--- src/rtl/udma_hyper_pkg.sv ---
// Shared types and helpers for the uDMA hyperbus channel scheduler.
package udma_hyper_pkg;

  localparam int unsigned HYPER_ADDR_W  = 32;
  localparam int unsigned HYPER_TRANS_W = 16;

  typedef enum logic [1:0] {
    IDLE  = 2'd0,
    GRANT = 2'd1,
    ISSUE = 2'd2,
    WAIT  = 2'd3
  } sched_state_e;

  typedef struct packed {
    logic [HYPER_ADDR_W-1:0]  addr;
    logic [HYPER_TRANS_W-1:0] size;
    logic                     rwn;
  } hyper_req_t;

  // Page size in bytes for a boundary code; 0 means no boundary.
  function automatic logic [31:0] page_size(input logic [2:0] code);
    case (code)
      3'd1:    return 32'd128;
      3'd2:    return 32'd256;
      3'd3:    return 32'd512;
      3'd4:    return 32'd1024;
      3'd5:    return 32'd2048;
      3'd6:    return 32'd4096;
      3'd7:    return 32'd8192;
      default: return 32'd0;
    endcase
  endfunction

endpackage

--- src/rtl/udma_hyper_rr_arb.sv ---
// Combinational round-robin picker: first requester at or after the pointer, wrapping.
module udma_hyper_rr_arb
  import udma_hyper_pkg::*;
#(
  parameter int NB_CH = 2,
  parameter int IDW   = 1
) (
  input  logic [NB_CH-1:0] i_req,
  input  logic [IDW-1:0]   i_ptr,
  output logic [IDW-1:0]   o_idx,
  output logic             o_valid
);

  logic [IDW-1:0] w_cand;

  // Scan from farthest to nearest so the candidate closest to the pointer wins.
  always_comb begin
    o_idx   = '0;
    o_valid = 1'b0;
    w_cand  = '0;
    for (int k = NB_CH - 1; k >= 0; k--) begin
      w_cand  = IDW'((int'(i_ptr) + k) % NB_CH);
      o_idx   = i_req[w_cand] ? w_cand : o_idx;
      o_valid = o_valid | i_req[w_cand];
    end
  end

endmodule

--- src/rtl/udma_hyper_ch_sched.sv ---
// Schedules one uDMA hyperbus channel transaction at a time onto the PHY,
// splitting it into bursts that never cross the configured page boundary.
module udma_hyper_ch_sched
  import udma_hyper_pkg::*;
#(
  parameter int NB_CH      = 2,
  parameter int TRANS_SIZE = 16,
  parameter int ADDR_W     = 32,
  localparam int IDW       = (NB_CH > 1) ? $clog2(NB_CH) : 1
) (
  input  logic                         clk_i,
  input  logic                         rst_ni,
  input  logic [2:0]                   cfg_page_bound_i,
  input  logic [NB_CH-1:0]             req_valid_i,
  output logic [NB_CH-1:0]             req_ready_o,
  input  logic [NB_CH-1:0]             req_rwn_i,
  input  logic [NB_CH*ADDR_W-1:0]      req_addr_i,
  input  logic [NB_CH*TRANS_SIZE-1:0]  req_size_i,
  output logic                         phy_valid_o,
  input  logic                         phy_ready_i,
  output logic [ADDR_W-1:0]            phy_addr_o,
  output logic [TRANS_SIZE-1:0]        phy_len_o,
  output logic                         phy_rwn_o,
  output logic [IDW-1:0]               phy_id_o,
  output logic                         phy_last_o,
  input  logic                         phy_done_i,
  output logic [NB_CH-1:0]             busy_vec_o
);

  sched_state_e          r_state;
  logic [IDW-1:0]        r_ptr;
  logic [ADDR_W-1:0]     r_addr;
  logic [TRANS_SIZE-1:0] r_rem;
  logic                  r_rwn;
  logic [IDW-1:0]        r_id;
  logic [2:0]            r_page;
  logic [NB_CH-1:0]      r_busy;
  logic                  r_phy_valid;
  logic [TRANS_SIZE-1:0] r_len;
  logic                  r_last;

  logic [IDW-1:0]        w_gnt_idx;
  logic                  w_gnt_valid;
  logic [IDW-1:0]        w_ptr_nxt;
  logic [ADDR_W-1:0]     w_sel_addr;
  logic [TRANS_SIZE-1:0] w_sel_size;
  logic                  w_sel_rwn;
  logic [TRANS_SIZE-1:0] w_len_first;
  logic [ADDR_W-1:0]     w_nxt_addr;
  logic [TRANS_SIZE-1:0] w_nxt_rem;
  logic [TRANS_SIZE-1:0] w_len_next;

  // Bytes left before the page edge, held one bit wider than a length so 2^TRANS_SIZE fits.
  function automatic logic [TRANS_SIZE-1:0] calc_len(input logic [13:0]           a_lo,
                                                     input logic [TRANS_SIZE-1:0] rem,
                                                     input logic [2:0]            code);
    logic [31:0]         p_size;
    logic [31:0]         p_off;
    logic [TRANS_SIZE:0] p_room;
    p_size = page_size(code);
    p_off  = 32'(a_lo) & (p_size - 32'd1);
    p_room = (TRANS_SIZE+1)'(p_size - p_off);
    if ((code == 3'd0) || ({1'b0, rem} <= p_room)) begin
      return rem;
    end else begin
      return p_room[TRANS_SIZE-1:0];
    end
  endfunction

  udma_hyper_rr_arb #(
    .NB_CH (NB_CH),
    .IDW   (IDW)
  ) u_arb (
    .i_req   (req_valid_i),
    .i_ptr   (r_ptr),
    .o_idx   (w_gnt_idx),
    .o_valid (w_gnt_valid)
  );

  // Mux the granted channel's request fields out of the packed buses.
  always_comb begin
    w_sel_addr = '0;
    w_sel_size = '0;
    w_sel_rwn  = 1'b0;
    for (int c = 0; c < NB_CH; c++) begin
      w_sel_addr = w_sel_addr | (req_addr_i[c*ADDR_W +: ADDR_W] & {ADDR_W{w_gnt_idx == IDW'(c)}});
      w_sel_size = w_sel_size | (req_size_i[c*TRANS_SIZE +: TRANS_SIZE] & {TRANS_SIZE{w_gnt_idx == IDW'(c)}});
      w_sel_rwn  = w_sel_rwn | (req_rwn_i[c] & (w_gnt_idx == IDW'(c)));
    end
  end

  assign w_ptr_nxt   = (w_gnt_idx == IDW'(NB_CH - 1)) ? '0 : w_gnt_idx + IDW'(1);
  assign w_len_first = calc_len(w_sel_addr[13:0], w_sel_size, cfg_page_bound_i);
  assign w_nxt_addr  = r_addr + ADDR_W'(r_len);
  assign w_nxt_rem   = r_rem - r_len;
  assign w_len_next  = calc_len(w_nxt_addr[13:0], w_nxt_rem, r_page);

  assign req_ready_o = ((r_state == GRANT) && w_gnt_valid) ? (NB_CH'(1) << w_gnt_idx) : '0;
  assign phy_valid_o = r_phy_valid;
  assign phy_addr_o  = r_addr;
  assign phy_len_o   = r_len;
  assign phy_rwn_o   = r_rwn;
  assign phy_id_o    = r_id;
  assign phy_last_o  = r_last;
  assign busy_vec_o  = r_busy;

  // Scheduler FSM; burst length is precomputed so the command is stable in ISSUE.
  always_ff @(posedge clk_i or negedge rst_ni) begin
    if (!rst_ni) begin
      r_state     <= IDLE;
      r_ptr       <= '0;
      r_addr      <= '0;
      r_rem       <= '0;
      r_rwn       <= 1'b0;
      r_id        <= '0;
      r_page      <= 3'd0;
      r_busy      <= '0;
      r_phy_valid <= 1'b0;
      r_len       <= '0;
      r_last      <= 1'b0;
    end else begin
      case (r_state)
        IDLE: begin
          r_busy  <= '0;
          r_state <= (|req_valid_i) ? GRANT : IDLE;
        end
        GRANT: begin
          if (w_gnt_valid) begin
            r_addr <= w_sel_addr;
            r_rem  <= w_sel_size;
            r_rwn  <= w_sel_rwn;
            r_id   <= w_gnt_idx;
            r_page <= cfg_page_bound_i;
            r_ptr  <= w_ptr_nxt;
            r_busy <= NB_CH'(1) << w_gnt_idx;
            r_len  <= w_len_first;
            r_last <= (w_len_first == w_sel_size);
            if (w_sel_size == '0) begin
              r_state <= IDLE;
            end else begin
              r_phy_valid <= 1'b1;
              r_state     <= ISSUE;
            end
          end else begin
            r_state <= IDLE;
          end
        end
        ISSUE: begin
          if (phy_ready_i) begin
            r_phy_valid <= 1'b0;
            r_state     <= WAIT;
          end
        end
        WAIT: begin
          if (phy_done_i) begin
            r_addr <= w_nxt_addr;
            r_rem  <= w_nxt_rem;
            if (r_last) begin
              r_busy  <= '0;
              r_state <= IDLE;
            end else begin
              r_len       <= w_len_next;
              r_last      <= (w_len_next == w_nxt_rem);
              r_phy_valid <= 1'b1;
              r_state     <= ISSUE;
            end
          end
        end
        default: begin
          r_state     <= IDLE;
          r_phy_valid <= 1'b0;
          r_busy      <= '0;
        end
      endcase
    end
  end

endmodule

--- config.mk ---
export PLATFORM = sky130hd
export DESIGN_NAME = udma_hyper_ch_sched
export DESIGN_NICKNAME = d
export VERILOG_FILES = /design/src/rtl/udma_hyper_pkg.sv /design/src/rtl/udma_hyper_rr_arb.sv /design/src/rtl/udma_hyper_ch_sched.sv
export SDC_FILE = /design/constraint.sdc
export NUM_CORES = 1
export LEC_CHECK = 0
export BUFFER_PORTS_ARGS = -buffer_cell sky130_fd_sc_hd__buf_4
export CORE_MARGIN = 2
export CORE_UTILIZATION = 58
export DETAILED_ROUTE_END_ITERATION = 12
export PLACE_DENSITY = 0.85
export SLEW_MARGIN = 20
export SYNTH_ARGS = -nofsm -noshare
export SYNTH_HDL_FRONTEND = slang
export SYNTH_SLANG_ARGS = --single-unit
--- constraint.sdc ---
create_clock -name clk_i -period 7.7 [get_ports clk_i]
set_input_delay 0 -clock clk_i [delete_from_list [all_inputs] [get_ports clk_i]]
set_output_delay 0 -clock clk_i [all_outputs]
set_load 0.01 [all_outputs]
==> key figures <==
Status
  • Status: finished clean

Yosys
  • Syn nets: 1302
  • Yosys warns: 0
  • Post-synthesis sequential area ratio: between 20% and 30%
  • Multiplexer share of the synthesized area: under 10%
  • Top FF cell, synth: dfrtp_1
  • Synth unique cells: just under 90
  • Post-synth EDFFs: 0
  • Post-Syn Area: about 8500 sq um
  • Largest family of logic cells by synthesized area: compound AO/OA/AOI/OAI gates
  • Average size of a mapped cell: ~7.7 sq um
  • Cells after synthesis: between 1000 and 1500
  • Post-synthesis compound-gate area fraction: around 27%
  • Synthesized flop and latch total: 76
  • Synth async-reset ratio: between 90% and 100%
  • Adder-cell share of the synthesized area: about an eighth
  • Xor/xnor cell area share of the yosys netlist: under 10%
  • Simple-gate share of the synthesized area: a little over a fifth

Hold path
  • Hold path start: phy_done_i
  • Worst hold path class: in2reg

Floorplanning
  • DIE AREA: about 16000 sq um
  • Rows: 44
  • Ports: approximately 160
  • Die Ht: between 100 and 150 microns
  • Initial core utilization: approximately three fifths
  • Die X-Extent: 125.2 microns
  • Core footprint: 14420 sq um

Final layout
  • Layout cells sized above 1: 17.44%
  • Core Util, Final: a little under three quarters
  • Filler cells: roughly 1200
  • Layout Nets: approximately 1400
  • Design area: just over 10000 sq um
  • Most frequent cells in the layout: nand2_1, buf_4, nor2_1, ha_1, a21oi_1
  • Synthesis-to-finish area growth: 20.00%
  • Final Non-Filler Cells: about 1400
  • Leading cell type in the layout, fill and taps excluded: nand2_1

STA
  • Skew final: 7.246 ps
  • Final Cycle Share: about 77%
  • Max_slew headroom: about a third
  • RSZ-0062 raised after global routing: false
  • Max Slew Vio Count: 0
  • Peak Freq: between 150 and 200 MHz
  • Final worst path period need: slightly below 6000 ps
  • Fin. Hold Viols: 0
  • Post-route setup TNS: 0 ps
  • Slew @ Worst Pin: between 900 and 1000 ps
  • Setup violators final: 0

Worst setup path
  • Worst Setup Start Kind: flip-flop
  • Crit-path max cell delay: approximately 540 ps
  • Critical Path Sink Type: flip-flop
  • Critical path class: reg2reg
  • CP required: between 7000 and 8000 ps
  • Worst path bufs/invs: 2
  • WP data arrival: 6210 ps
  • Worst r2r src: phy_len_o[0]
  • Setup crit start: phy_len_o[0]
  • CP max stage cell: a211oi_1
  • Delay-heaviest family, CP: compound AO/OA/AOI/OAI gates
  • Crit-path max FO: 7

Global routing
  • GRT Overall Usage: a little over a third
  • Initial antenna violation count: 3
  • Vias in the first global route: between 8000 and 9000
  • First-pass GRT wire length: ~45000 microns
  • Global route overflow: 0
  • Largest net degree at the start of global routing: a little under 80

Clocking
  • H-Tree Depth: 3
  • Postcts setup bufs: 0
  • Clk sinks: 76
  • Clk_lat worst skew: ~350 ps
  • Num CTS Buffers: 9
  • TritonCTS clock tree: yes
  • Clk slew on worst S/H paths: about 60 ps
  • Cts hold-fix bufs: 7
  • Max Buffers Root-to-Sink: 2
  • Root buf cell: clkbuf_16
  • Post-CTS sizing: 0

Placement
  • IO Port Bufs: roughly 160
  • Hpwl dp: about 22000 microns
  • Placed cell area: a little under 10000 sq um
  • GPL Wtd Cong: 0.9873
  • Dpl cells: 1418

Detailed routing
  • Wire length per cell: a little under 20 microns
  • Antenna Nets Post-Route: 0
  • DR vias/cell: around 6.4
  • Drt pass-1 iters: 6
  • WL final: around 28000 microns
  • Remaining DRCs: 0
  • Total number of vias: between 9000 and 10000
  • Initial DRC Count: 751

Job
  • MaxCap Viol Count: 0
final timing paths:
check | depth (start not counted) | slack [ps] | end
setup / recovery | 26 | 1750 | phy_len_o[8]
min in group asynchronous | 2 | 240 | phy_addr_o[27]
hold reg to reg | 2 | 490 | r_rem[12]
max in group asynchronous | 2 | 6940 | phy_addr_o[15]
setup reg to reg | 26 | 1750 | phy_len_o[8]
hold / removal | 4 | 20 | r_state[0]
stage by stage:
step / setup slack (ps) / hold slack, ps
5_1_grt: 1287 / 46.39
2_1_floorplan: 1955 / -295.6
6_report: 1747 / 15.27
3_5_place_dp: 1845 / 234.4
3_3_place_gp: 2105 / 219.4
4_1_cts: 1813 / 9.870
cells in the mapped netlist (all sizes together), types with 3 or more instances:
master | count | share of area [%]
o21bai | 11 | 1.0
mux2 | 6 | 0.84
o311a | 3 | 0.35
a32o | 6 | 0.70
nand2b | 9 | 0.66
xor2 | 34 | 3.5
o21ai | 80 | 4.7
buf | 11 | 0.66
a22oi | 5 | 0.56
mux2i | 24 | 2.8
nor2b | 8 | 0.59
a221o | 3 | 0.35
a31oi | 18 | 1.4
a21oi | 79 | 4.7
a211o | 6 | 0.62
o31ai | 11 | 1.1
a2111oi | 7 | 0.79
xnor2 | 47 | 4.9
nand4 | 12 | 0.88
ha | 81 | 12
nor3 | 25 | 1.7
o22ai | 25 | 1.8
nor2 | 82 | 3.6
a21o | 17 | 1.5
a221oi | 4 | 0.41
o211ai | 11 | 1.0
or4 | 3 | 0.31
and3 | 10 | 0.73
o41ai | 5 | 0.82
nor4 | 13 | 1.0
dfrtp | 76 | 22
and2 | 5 | 0.37
nand2 | 175 | 7.7
a211oi | 11 | 1.0
or3 | 11 | 0.87
a2bb2oi | 5 | 0.51
o21a | 10 | 0.88
nand3 | 28 | 1.6
a311oi | 4 | 0.41
clkbuf | 38 | 1.7
inv | 62 | 2.7
state kept, by name, indices dropped and copies added (netlist names):
register     flops
phy_addr_o      32
r_page           3
busy_vec_o       2
r_state          2
phy_last_o       1
phy_rwn_o        1
phy_valid_o      1
r_rem           16
phy_len_o       16
r_ptr            1
phy_id_o         1
tightest hold or removal path: cells and delay by family:
kind	cells	cell delay, ps
buffers and inverters	1	100
and+or+nand+nor	1	70
AOI/OAI and AO/OA	2	150
logic make-up after synthesis:
| logic type | Yosys count |
|---|---|
| compound gates | 342 |
| mux | 30 |
| fa+ha+maj | 83 |
| simple gates | 388 |
| xor+xnor | 81 |
| flops | 76 |
| buf+inv | 112 |
cell type report:
type                       count  area, sq um  share of cell area, %
timing repair buffer         178         1358                  13.28
tap                          184        230.2                  2.252
multi-input combinational    924         6202                  60.67
clock inverter                 6        65.06                 0.6364
sequential                    76         1902                  18.60
antenna                        2        5.005                0.04895
inverter                      63        236.5                  2.313
clock buffer                   9        225.2                  2.203
per-layer routing:
layer	GRT usage (%)	vias to the layer above	share of wire, %
li1	-	4317	-
met1	47.52	4341	41
met2	54.06	490	45
met3	8.815	83	10
met4	16.21	2	4.3
met5	0	-	0.046
Power is not shown: default switching activity piles up to over one toggle a cycle in this logic, so the estimate is an artifact.
